`src/rtl/intf_stim_gen_if.sv`:
```
// intf_stim_gen_if: valid/ready beat channel carrying the stimulus value
// Ports (modports):
//   master - drives val, val_valid; samples val_ready
//   slave  - samples val, val_valid; drives val_ready
interface intf_stim_gen_if #(
    parameter int WIDTH = 8
);
    logic [WIDTH-1:0] val;
    logic             val_valid;
    logic             val_ready;

    modport master (output val, output val_valid, input val_ready);
    modport slave  (input val, input val_valid, output val_ready);
endinterface

```
`src/rtl/intf_stim_gen.sv`:
```
// intf_stim_gen: emits COUNT beats of an arithmetic sequence over valid/ready,
// tracking a checksum and count of accepted beats.
// Ports:
//   clk        - clock, rising edge
//   rst_n      - asynchronous active-low reset
//   start_i    - begins a sequence from IDLE or DONE
//   abort_i    - ends a running sequence, back to IDLE
//   bus        - master side of the beat channel (val, val_valid, val_ready)
//   checksum_o - sum of accepted beats mod 2^16
//   beat_cnt_o - accepted beats in the current or last sequence
//   done_o     - last sequence completed in full
//   tag_o      - constant PARAM[7:0]
module intf_stim_gen #(
    parameter int WIDTH = 8,
    parameter int COUNT = 16,
    parameter int SEED  = 0,
    parameter int STEP  = 1,
    parameter int PARAM = 0,
    localparam int CW   = $clog2(COUNT + 1)
) (
    input  logic                   clk,
    input  logic                   rst_n,
    input  logic                   start_i,
    input  logic                   abort_i,
    intf_stim_gen_if.master        bus,
    output logic [15:0]            checksum_o,
    output logic [CW-1:0]          beat_cnt_o,
    output logic                   done_o,
    output logic [7:0]             tag_o
);
    typedef enum logic [1:0] {IDLE, RUN, DONE} state_t;

    localparam logic [WIDTH-1:0] SEED_W = WIDTH'(SEED);
    localparam logic [WIDTH-1:0] STEP_W = WIDTH'(STEP);
    localparam logic [CW-1:0]    LAST   = CW'(COUNT - 1);

    state_t           state_q;
    logic [WIDTH-1:0] val_q;
    logic             valid_q;
    logic [15:0]      checksum_q;
    logic [CW-1:0]    cnt_q;
    logic             done_q;
    logic             xfer;

    assign xfer       = valid_q && bus.val_ready;
    assign bus.val       = val_q;
    assign bus.val_valid = valid_q;
    assign checksum_o = checksum_q;
    assign beat_cnt_o = cnt_q;
    assign done_o     = done_q;
    assign tag_o      = PARAM[7:0];

    always_ff @(posedge clk or negedge rst_n) begin
        if (!rst_n) begin
            state_q    <= IDLE;
            val_q      <= '0;
            valid_q    <= 1'b0;
            checksum_q <= '0;
            cnt_q      <= '0;
            done_q     <= 1'b0;
        end else begin
            case (state_q)
                IDLE, DONE: begin
                    if (start_i) begin
                        state_q    <= RUN;
                        val_q      <= SEED_W;
                        valid_q    <= 1'b1;
                        checksum_q <= '0;
                        cnt_q      <= '0;
                        done_q     <= 1'b0;
                    end
                end
                RUN: begin
                    // abort wins over a same-cycle transfer: that beat is dropped
                    if (abort_i) begin
                        valid_q <= 1'b0;
                        state_q <= IDLE;
                    end else if (xfer) begin
                        checksum_q <= checksum_q + 16'(val_q);
                        cnt_q      <= cnt_q + 1'b1;
                        if (cnt_q == LAST) begin
                            valid_q <= 1'b0;
                            done_q  <= 1'b1;
                            state_q <= DONE;
                        end else begin
                            val_q <= val_q + STEP_W;
                        end
                    end
                end
                default: state_q <= IDLE;
            endcase
        end
    end
endmodule

```
`src/flat_wrapper.sv`:
```
// flat-port wrapper written by rule: the top's interface ports become plain ports
module intf_stim_gen_flat 
#(
    parameter int WIDTH = 8,
    parameter int COUNT = 16,
    parameter int SEED  = 0,
    parameter int STEP  = 1,
    parameter int PARAM = 0,
    localparam int CW   = $clog2(COUNT + 1)
)
  (clk, rst_n, start_i, abort_i, checksum_o, beat_cnt_o, done_o, tag_o, bus_val, bus_val_valid, bus_val_ready);
  intf_stim_gen_if #(.WIDTH(WIDTH)) bus_i ();
  input  logic clk;
  input  logic rst_n;
  input  logic start_i;
  input  logic abort_i;
  output logic [15:0] checksum_o;
  output logic [CW-1:0] beat_cnt_o;
  output logic done_o;
  output logic [7:0] tag_o;
  output wire logic [$bits(bus_i.val)-1:0] bus_val;
  output wire logic [$bits(bus_i.val_valid)-1:0] bus_val_valid;
  input wire logic [$bits(bus_i.val_ready)-1:0] bus_val_ready;
  assign bus_val = bus_i.val;
  assign bus_val_valid = bus_i.val_valid;
  assign bus_i.val_ready = bus_val_ready;
  intf_stim_gen #(.WIDTH(WIDTH), .COUNT(COUNT), .SEED(SEED), .STEP(STEP), .PARAM(PARAM)) u_core (.clk(clk), .rst_n(rst_n), .start_i(start_i), .abort_i(abort_i), .bus(bus_i), .checksum_o(checksum_o), .beat_cnt_o(beat_cnt_o), .done_o(done_o), .tag_o(tag_o));
endmodule
```
`config.mk`:
```
export PLATFORM = sky130hd
export DESIGN_NAME = intf_stim_gen_flat
export DESIGN_NICKNAME = d
export VERILOG_FILES = /design/src/rtl/intf_stim_gen_if.sv /design/src/rtl/intf_stim_gen.sv /design/src/flat_wrapper.sv
export SDC_FILE = /design/constraint.sdc
export NUM_CORES = 1
export LEC_CHECK = 0
export CAP_MARGIN = 20
export CELL_PAD_IN_SITES_DETAIL_PLACEMENT = 0
export CELL_PAD_IN_SITES_GLOBAL_PLACEMENT = 1
export CORE_ASPECT_RATIO = 0.6
export CORE_MARGIN = 1.5
export CORE_UTILIZATION = 37
export DETAILED_ROUTE_END_ITERATION = 10
export PLACE_DENSITY_LB_ADDON = 0.2
export SETUP_SLACK_MARGIN = 0.05
export SLEW_MARGIN = 20
export SYNTH_ARGS = -nofsm -noshare
export SYNTH_HDL_FRONTEND = slang
export SYNTH_SLANG_ARGS = --single-unit
```
`constraint.sdc`:
```
create_clock -name clk -period 2.7 [get_ports clk]
set_input_delay 0.54 -clock clk [delete_from_list [all_inputs] [get_ports clk]]
set_output_delay 0.54 -clock clk [all_outputs]
set_load 0.02 [all_outputs]
```
==> results summary, run 1 <==
The flow ran to the end, and the final reports show no timing, DRC or antenna violations. The final worst clock skew is 0.00613 ns. The number of buffers added by the clock tree synthesis step came out at 5. The post-route clock period utilization came out at 0.829.

The horizontal extent of the die came out at 96.0 um. The count of placed standard cells in the final layout, fillers left out came out at between 300 and 400. In this run, distinct cell masters in the synthesized netlist total 36. The count of TritonRoute iterations in the first routing pass came out at 4. The worst register-to-register path has a setup slack of approximately 0.46 ns.

The fill cell instance count of the final layout is between 400 and 500. In the synthesized netlist the dominant register cell turns out to be sky130_fd_sc_hd__dfrtp_1. The clock tree synthesis step divided the H-tree into 2 levels. The number of violations of the max-capacitance limit is 0.

The start-to-end type of the worst setup path is reg2reg. In this run the power spent charging and discharging nets is roughly 0.00031 W. The effective utilization at floorplan came out at 0.382. Grouping stages by cell kind, the critical path spends the most delay in compound AO/OA/AOI/OAI gates. The clock tree buffer depth came out at 2. The fraction of final layout cells with drive strength greater than 1 came out at 0.0760. STA classifies the critical path startpoint as a register.

Across the VDD grid, the largest voltage drop is a little under 0.0003 V. From synthesis to final layout, the design area changed by 29.2%. The transition at the pin with the smallest max-transition slack came out at 0.522 ns.

The area of the core region came out at a little over 0.005 mm2. The global-route wire length before repair came out at between 7000 and 8000 um. The number of hold-slack violations in the final timing report is 0. Of the post-synthesis cell area, the dominant cell type holds 0.430. The number of buffer and inverter stages on the critical path came out at 0.

The via count is 1600. The number of warning messages in the yosys log is 0. The mapped netlist covers approximately 0.0019 mm2. The via count of the first global-routing pass came out at between 1500 and 2000. The proportion of power drawn by flip-flops and latches came out at 0.424. The final layout contains routed wiring with a total length of 4430 um. The die area is between 0.005 and 0.006 mm2. The class of the tightest hold or removal check is reg2reg. The number of nets with antenna violations after detailed routing came out at 0.

The synthesized netlist cell count is slightly above 200. The cell with the largest stage delay on the worst path is sky130_fd_sc_hd__dfrtp_1. The final global-route overflow total came out at 0. The pin count of the biggest net entering global routing came out at 34. The routability congestion estimate from global placement is ~0.8. The setup fix buffers added after clock tree synthesis came out at 0. The overall die height is about 60 um. The final count of negative-setup-slack endpoints is 0. The design draws ~0.0012 W. The peak fanout along the critical path is 6.

The count of buffers from port buffering is 35. The kind of end point of the critical path is a register. After the first detailed-routing iteration, the DRC count stood at roughly 110. The post-detailed-placement half-perimeter wirelength is about 3300 um. After clock tree synthesis, the clock-pin slew on the worst setup and hold paths is 0.07 ns.

Counting I/O delays and the setup requirement, the final critical path takes about 2.2 ns. The initial antenna violation count was 0. For this run, the total global-route usage over all layers was measured as 0.179. The part of the total power dissipated in combinational logic came out at 0.128. On the worst path, the slowest cell contributes a delay of 0.47 ns. The biggest area contributor in the post-synthesis netlist is sky130_fd_sc_hd__dfrtp_1.

The max-slew headroom at the worst pin came out at 0.649. In this run, placement finished with an instance count of approximately 310. Summed over all cells, the static leakage comes to roughly 1.1 nW. The number of clock sinks seen by CTS is 33. The latest clock arrival within the worst-skew pair is 0.28 ns. The power per standard cell area is 502 mW/mm2. The final number of max-transition violations is 0. The mean number of vias per cell is just over 5. Once placement finished, the instance area stood at 0.00235 mm2. The finished layout cell area is between 0.002 and 0.0025 mm2. The tree is rooted in a sky130_fd_sc_hd__clkbuf_8.

The number of nets in the finished design came out at around 270. Walking the worst path, the cells encountered are ha_1 > o211ai_1 > o21ai_0 > a41oi_1 > or3_1 > a21oi_1. Setup repair after global routing left no endpoint under its margin. The upper clock frequency limit is 447 MHz. The routed length per instance came out at ~14 um.

The total of cells resized after clock tree synthesis is 0. Leaving out fill and tap cells, the most frequent cells in the layout are sky130_fd_sc_hd__clkdlybuf4s50_1 (35), sky130_fd_sc_hd__dfrtp_1 (33), sky130_fd_sc_hd__nand2_1 (17), sky130_fd_sc_hd__o21ai_0 (17), sky130_fd_sc_hd__nor2_1 (17). TritonCTS built the clock tree. The synthesized flop and latch total came out at 33.

The antenna cell count came out at 0. The internal power of the cells totals roughly 0.00093 W. In the final timing run, aggregate negative setup slack is 0 ns. The proportion of total power due to net switching is 0.251.

The data arrival time of the critical path is roughly 2.5 ns. Yosys mapped a number of flops with a built-in enable equal to 0. The utilization after layout came out at 0.494. The post-synthesis sequential area ratio is 0.430. Buffers inserted to repair hold after CTS numbered 0. Sorting the synthesized cells by area gives the leading types as sky130_fd_sc_hd__dfrtp_1 (43%), sky130_fd_sc_hd__ha_1 (7.2%), sky130_fd_sc_hd__xor2_1 (6.8%), sky130_fd_sc_hd__o21ai_0 (4.4%), sky130_fd_sc_hd__nand3_1 (4.2%). The average size of a mapped cell came out at between 9 and 10 um2.

Of all flip-flops after synthesis, the portion carrying an async set or reset was 1.00. The number of ports placed on the die boundary came out at 44. In this run the core area contains 20 standard-cell rows. The clock share of power is 0.448.

The library cell used most frequently in the layout, excluding fill and tap cells, is sky130_fd_sc_hd__clkdlybuf4s50_1. The final routed DRC violation total is 0. The required arrival time at the worst endpoint came out at 2.92 ns.
==> routing by layer <==
layer | vias to the layer above | track usage | wire length (um)
met5 | - | 0 | 0
met4 | 0 | 0.0441 | 19
met3 | 3 | 0.0491 | 264
met2 | 41 | 0.229 | 1680
met1 | 743 | 0.286 | 2460
li1 | 813 | - | -
==> flip-flops by register name, summed over array words and instances, names as in the netlist <==
register / count
u_core.checksum_o: 16
u_core.done_o: 1
u_core.bus.val_valid: 1
u_core.beat_cnt_o: 5
u_core.state_q: 2
u_core.bus.val: 8
==> power groups by stage <==
stage                     registers (W)   logic, W  clock network (W)
after global placement         0.000539   0.000162                  0
after CTS                      0.000528   0.000162           0.000571
after global routing           0.000532   0.000180           0.000593
after floorplan                0.000553  0.0000764                  0
after detailed placement       0.000538   0.000161                  0
final                          0.000529   0.000160           0.000559
==> area by class of cell <==
type | count | area (um2) | share of cell area
Multi-Input combinational cell | 162 | 1020 | 0.410
Sequential cell | 33 | 826 | 0.333
Timing Repair Buffer | 42 | 403 | 0.162
Tap cell | 66 | 82.6 | 0.0333
Clock buffer | 5 | 68.8 | 0.0277
Clock inverter | 3 | 65.1 | 0.0262
Inverter | 5 | 18.8 | 0.00756
==> synthesized netlist by cell type, types with 7 or more instances <==
| master | number |
|---|---|
| sky130_fd_sc_hd__buf_4 | 8 |
| sky130_fd_sc_hd__ha_1 | 11 |
| sky130_fd_sc_hd__nand3_1 | 16 |
| sky130_fd_sc_hd__nand4_1 | 7 |
| sky130_fd_sc_hd__nand2_1 | 17 |
| sky130_fd_sc_hd__nor2_1 | 17 |
| sky130_fd_sc_hd__dfrtp_1 | 33 |
| sky130_fd_sc_hd__xor2_1 | 15 |
| sky130_fd_sc_hd__o21ai_0 | 17 |
| sky130_fd_sc_hd__a21oi_1 | 14 |
==> through the flow <==
step | setup slack, ns | hold WS (ns)
after CTS | 0.448 | 0.535
final | 0.461 | 0.535
after global routing | 0.254 | 0.573
after global placement | 0.268 | 0.508
after floorplan | 0.476 | 0.244
after detailed placement | 0.241 | 0.516
==> worst paths after layout <==
kind | from | endpoint | cells after the start
hold / removal | u_core.done_o | u_core.done_o | 2
setup reg to reg | u_core.bus.val[2] | u_core.checksum_o[13] | 6
setup / recovery | u_core.bus.val[2] | u_core.checksum_o[13] | 6
max in group asynchronous | rst_n | u_core.bus.val_valid | 2
hold reg to reg | u_core.done_o | u_core.done_o | 2
min in group asynchronous | rst_n | u_core.checksum_o[7] | 2
==> worst register-to-register path, stage by stage, from the launching register on <==
cell and delay (ns):
sky130_fd_sc_hd__dfrtp_1 0.47, sky130_fd_sc_hd__ha_1 0.39, sky130_fd_sc_hd__o211ai_1 0.10, sky130_fd_sc_hd__o21ai_0 0.45
sky130_fd_sc_hd__a41oi_1 0.27, sky130_fd_sc_hd__or3_1 0.36, sky130_fd_sc_hd__a21oi_1 0.14
==> kinds of logic (layout without fill, tap and decap cells) <==
| group | Yosys count | count (layout) | synth area share |
|---|---|---|---|
| AND/OR/NAND/NOR | 77 | 77 | 0.199 |
| AO/OA/AOI/OAI | 49 | 49 | 0.160 |
| flip-flops | 33 | 33 | 0.430 |
| buffers and inverters | 19 | 55 | 0.0540 |
| XOR/XNOR | 16 | 16 | 0.0729 |
| adder cells (fa/ha/maj) | 12 | 12 | 0.0820 |
| other | 1 | 8 | 0.00195 |
Power figures use the tool's default switching activity.
==> run 2: changes to the inputs <==
==> constraint.sdc (replaced) <==
create_clock -name clk -period 2.28 [get_ports clk]
set_input_delay 0.456 -clock clk [delete_from_list [all_inputs] [get_ports clk]]
set_output_delay 0.456 -clock clk [all_outputs]
set_load 0.02 [all_outputs]
==> run 2 against run 1 <==
Net effect:
- routed wire length up 5.3%
- sequential power up 18%
- count of clock-buffer cells in the layout up 2
- clock power down 11%
- non-clock buffer count up 10
- critical path type unchanged
- core utilization up 1.0 points
- sequential share of layout area down 0.66 points
- critical endpoint is now u_core.checksum_o[12]
==> results summary, run 2 (synthesis results as in run 1) <==
The run finished with clean final reports. The clock share of power came out at 0.374. The register with the most flip-flops in the layout has 16 of them. The count of buffers from port buffering is 35. Setup repair after global routing left no endpoint under its margin. The power per standard cell area came out at about 530 mW/mm2. At the end of the flow, the number of nets in the layout was around 280. The fill cell instance count of the final layout came out at about 510. The register area came out at between 800 and 900 um2. The number of antenna diodes in the final layout is 0. The final period demand of the worst path is 2.10 ns. The first global-routing pass estimated just under 8000 um of wire.

The via count is approximately 1700. The cell area reported after detailed placement came out at 0.00241 mm2. 44 I/O pins were placed. The final routed DRC violation total came out at 0. The floorplan step defined a die boundary enclosing about 0.0056 mm2. Dividing the detail-routed wire length by the instance count gives 14.3 um. The number of nets with antenna violations after detailed routing came out at 0.

The number of hold-slack violations in the final timing report came to 0. The finished layout cell area came out at 0.00253 mm2. The worst-case IR drop observed on VDD is ~0.00024 V. The library cell used most frequently in the layout, excluding fill and tap cells, is sky130_fd_sc_hd__clkdlybuf4s50_1. The final number of max-transition violations came to 0.

Of the total power, the share spent switching nets is 0.280. The static leakage is 1.14 nW. The tool flagged a number of max-cap violations equal to 0. The transition at the pin with the smallest max-transition slack is 0.541 ns. The routability congestion estimate from global placement came out at 0.819. The total power consumption of the routed design came out at ~0.0013 W. At the placement stage, the worst setup path has a slack of 0.0406 ns. The post-synthesis to final-layout area growth came out at 31.8%. After layout, the worst setup slack is 0.177 ns. For this block, the routed nets add up to roughly 4700 um of wire. The post-detailed-placement half-perimeter wirelength is around 3400 um. The final global-route overflow total is 0. In this run the vertical extent of the chip is 58.8 um. In this run, the number of DRC markers left after iteration 0 of detailed routing was 67. The max-slew headroom at the worst pin came out at 0.638. The share of total power dissipated in combinational logic is 0.157.

The effective utilization at floorplan is 0.382. The kind of end point of the critical path is a register. The internal power came out at roughly 0.00096 W. The cell with the largest stage delay on the worst path is sky130_fd_sc_hd__or4_1. TritonCTS built the clock tree.

The floorplan step defined a core boundary enclosing just over 0.005 mm2. After detailed routing, the number of vias per cell comes to just over 5. The signal on the critical path passes through ha_1 > inv_1 > fa_1 > nand2b_1 > a21oi_2 > o21ai_2 > or4_1 > nand2_1. Setup violations remaining at the end of the flow were counted as 0.

The standard-cell row count is 20. The data arrival time of the critical path is 2.33 ns. The share of total power dissipated in sequential elements is 0.468.

Clock tree synthesis selected as its root buffer the cell sky130_fd_sc_hd__clkbuf_8. The latest clock arrival within the worst-skew pair came out at around 0.28 ns. The worst setup path is launched from a register. The number of hold-repair buffers added at the cts stage came out at 0. Entering global routing, the biggest net connects 34 pins. The clock tree buffer depth is 2. Clock tree synthesis found a total of 33 sinks. The count of TritonRoute iterations in the first routing pass came out at 4. Based on the critical path, the design can be clocked at up to 476 MHz. The initial antenna violation count came out at 0. Of all nets on the critical path, the largest fanout is 3. For the final routed database, the setup TNS stands at 0 ns. For this run, the total global-route usage over all layers was measured as 0.182.

The level count of the clock H-tree came out at 2. The area of the multi-input gates is around 0.0010 mm2. The final worst clock skew is about 0.0053 ns. The worst setup path is of the reg2reg kind. The number of buffers added by the clock tree synthesis step came out at 5. The worst hold slack came out at around 0.51 ns. The post-route clock period utilization is 0.922.

The stage delay of the slowest cell on the critical path is about 0.4 ns. The library cells used most frequently in the layout, excluding fill and tap cells, are sky130_fd_sc_hd__clkdlybuf4s50_1 (35), sky130_fd_sc_hd__dfrtp_1 (33), sky130_fd_sc_hd__nand2_1 (17), sky130_fd_sc_hd__nor2_1 (17), sky130_fd_sc_hd__buf_4 (17). The total net switching power came out at between 0.0003 and 0.0004 W. The fraction of final layout cells with drive strength greater than 1 is 0.119. The required arrival time at the worst endpoint is between 2 and 3 ns. The clock-pin slew on the worst setup and hold paths is 0.07 ns. The min-delay analysis places its worst path in the category reg2reg. The horizontal extent of the die is 96.0 um. The via count of the first global-routing pass is around 1600.
## run 2: cell count changes in the layout (fill, tap and decap cells not counted), sizes merged
cell    previous run  this run
buf                7        17
bufinv             2         0
clkbuf             5         7
## run 2: path summary, 6_finish.rpt
check | from | end | slack, ns | cells after the start
setup / recovery | u_core.checksum_o[0] | u_core.checksum_o[12] | 0.18 | 8
hold / removal | u_core.done_o | u_core.done_o | 0.51 | 2
setup reg to reg | u_core.checksum_o[0] | u_core.checksum_o[12] | 0.18 | 8
hold reg to reg | u_core.done_o | u_core.done_o | 0.51 | 2
max in group asynchronous | rst_n | u_core.beat_cnt_o[0] | 1.39 | 2
min in group asynchronous | rst_n | u_core.bus.val[7] | 0.58 | 2
## run 2: what timing repair did
action | 4_1_cts | 5_1_grt
setup buffers | 0 | 2
setup endpoints to repair | 0 | 6
gates resized for setup | 0 | 3
## run 2: metrics by stage
step | cells | util
6_report | 326 | 0.503
5_1_grt | 326 | 0.503
4_1_cts | 324 | 0.499
3_5_place_dp | 316 | 0.479
3_3_place_gp | 316 | 0.479
2_1_floorplan | 214 | -
## run 2: cell type report
cell class / instances / share of cell area
clock buffers: 7 / 0.0380
clock inverters: 1 / 0.00198
inverters: 5 / 0.00741
multi-input cells: 162 / 0.405
flip-flops and latches: 33 / 0.326
well taps: 66 / 0.0326
repair buffers: 52 / 0.189
## run 2: power groups by stage
stage,clock network (W),logic [W],registers (W)
floorplan,0,0.0000905,0.000655
global placement,0,0.000208,0.000636
detailed placement,0,0.000207,0.000636
CTS,0.000507,0.000208,0.000624
global route,0.000535,0.000235,0.000627
finish,0.000499,0.000210,0.000625
## run 2: layer usage
metal	up-vias	GRT usage	part of all wire
li1	829	-	-
met1	805	0.281	0.54
met2	32	0.258	0.41
met3	2	0.0491	0.042
met4	0	0.0252	0.0036
met5	-	0	0
## run 2: worst max-delay path, delay by kind of cell, from the launching register on
family | cells | cell delay, ns
adder cells (fa/ha/maj) | 2 | 0.59
AO/OA/AOI/OAI | 2 | 0.33
flip-flops | 1 | 0.37
buffers and inverters | 1 | 0.06
AND/OR/NAND/NOR | 3 | 0.69
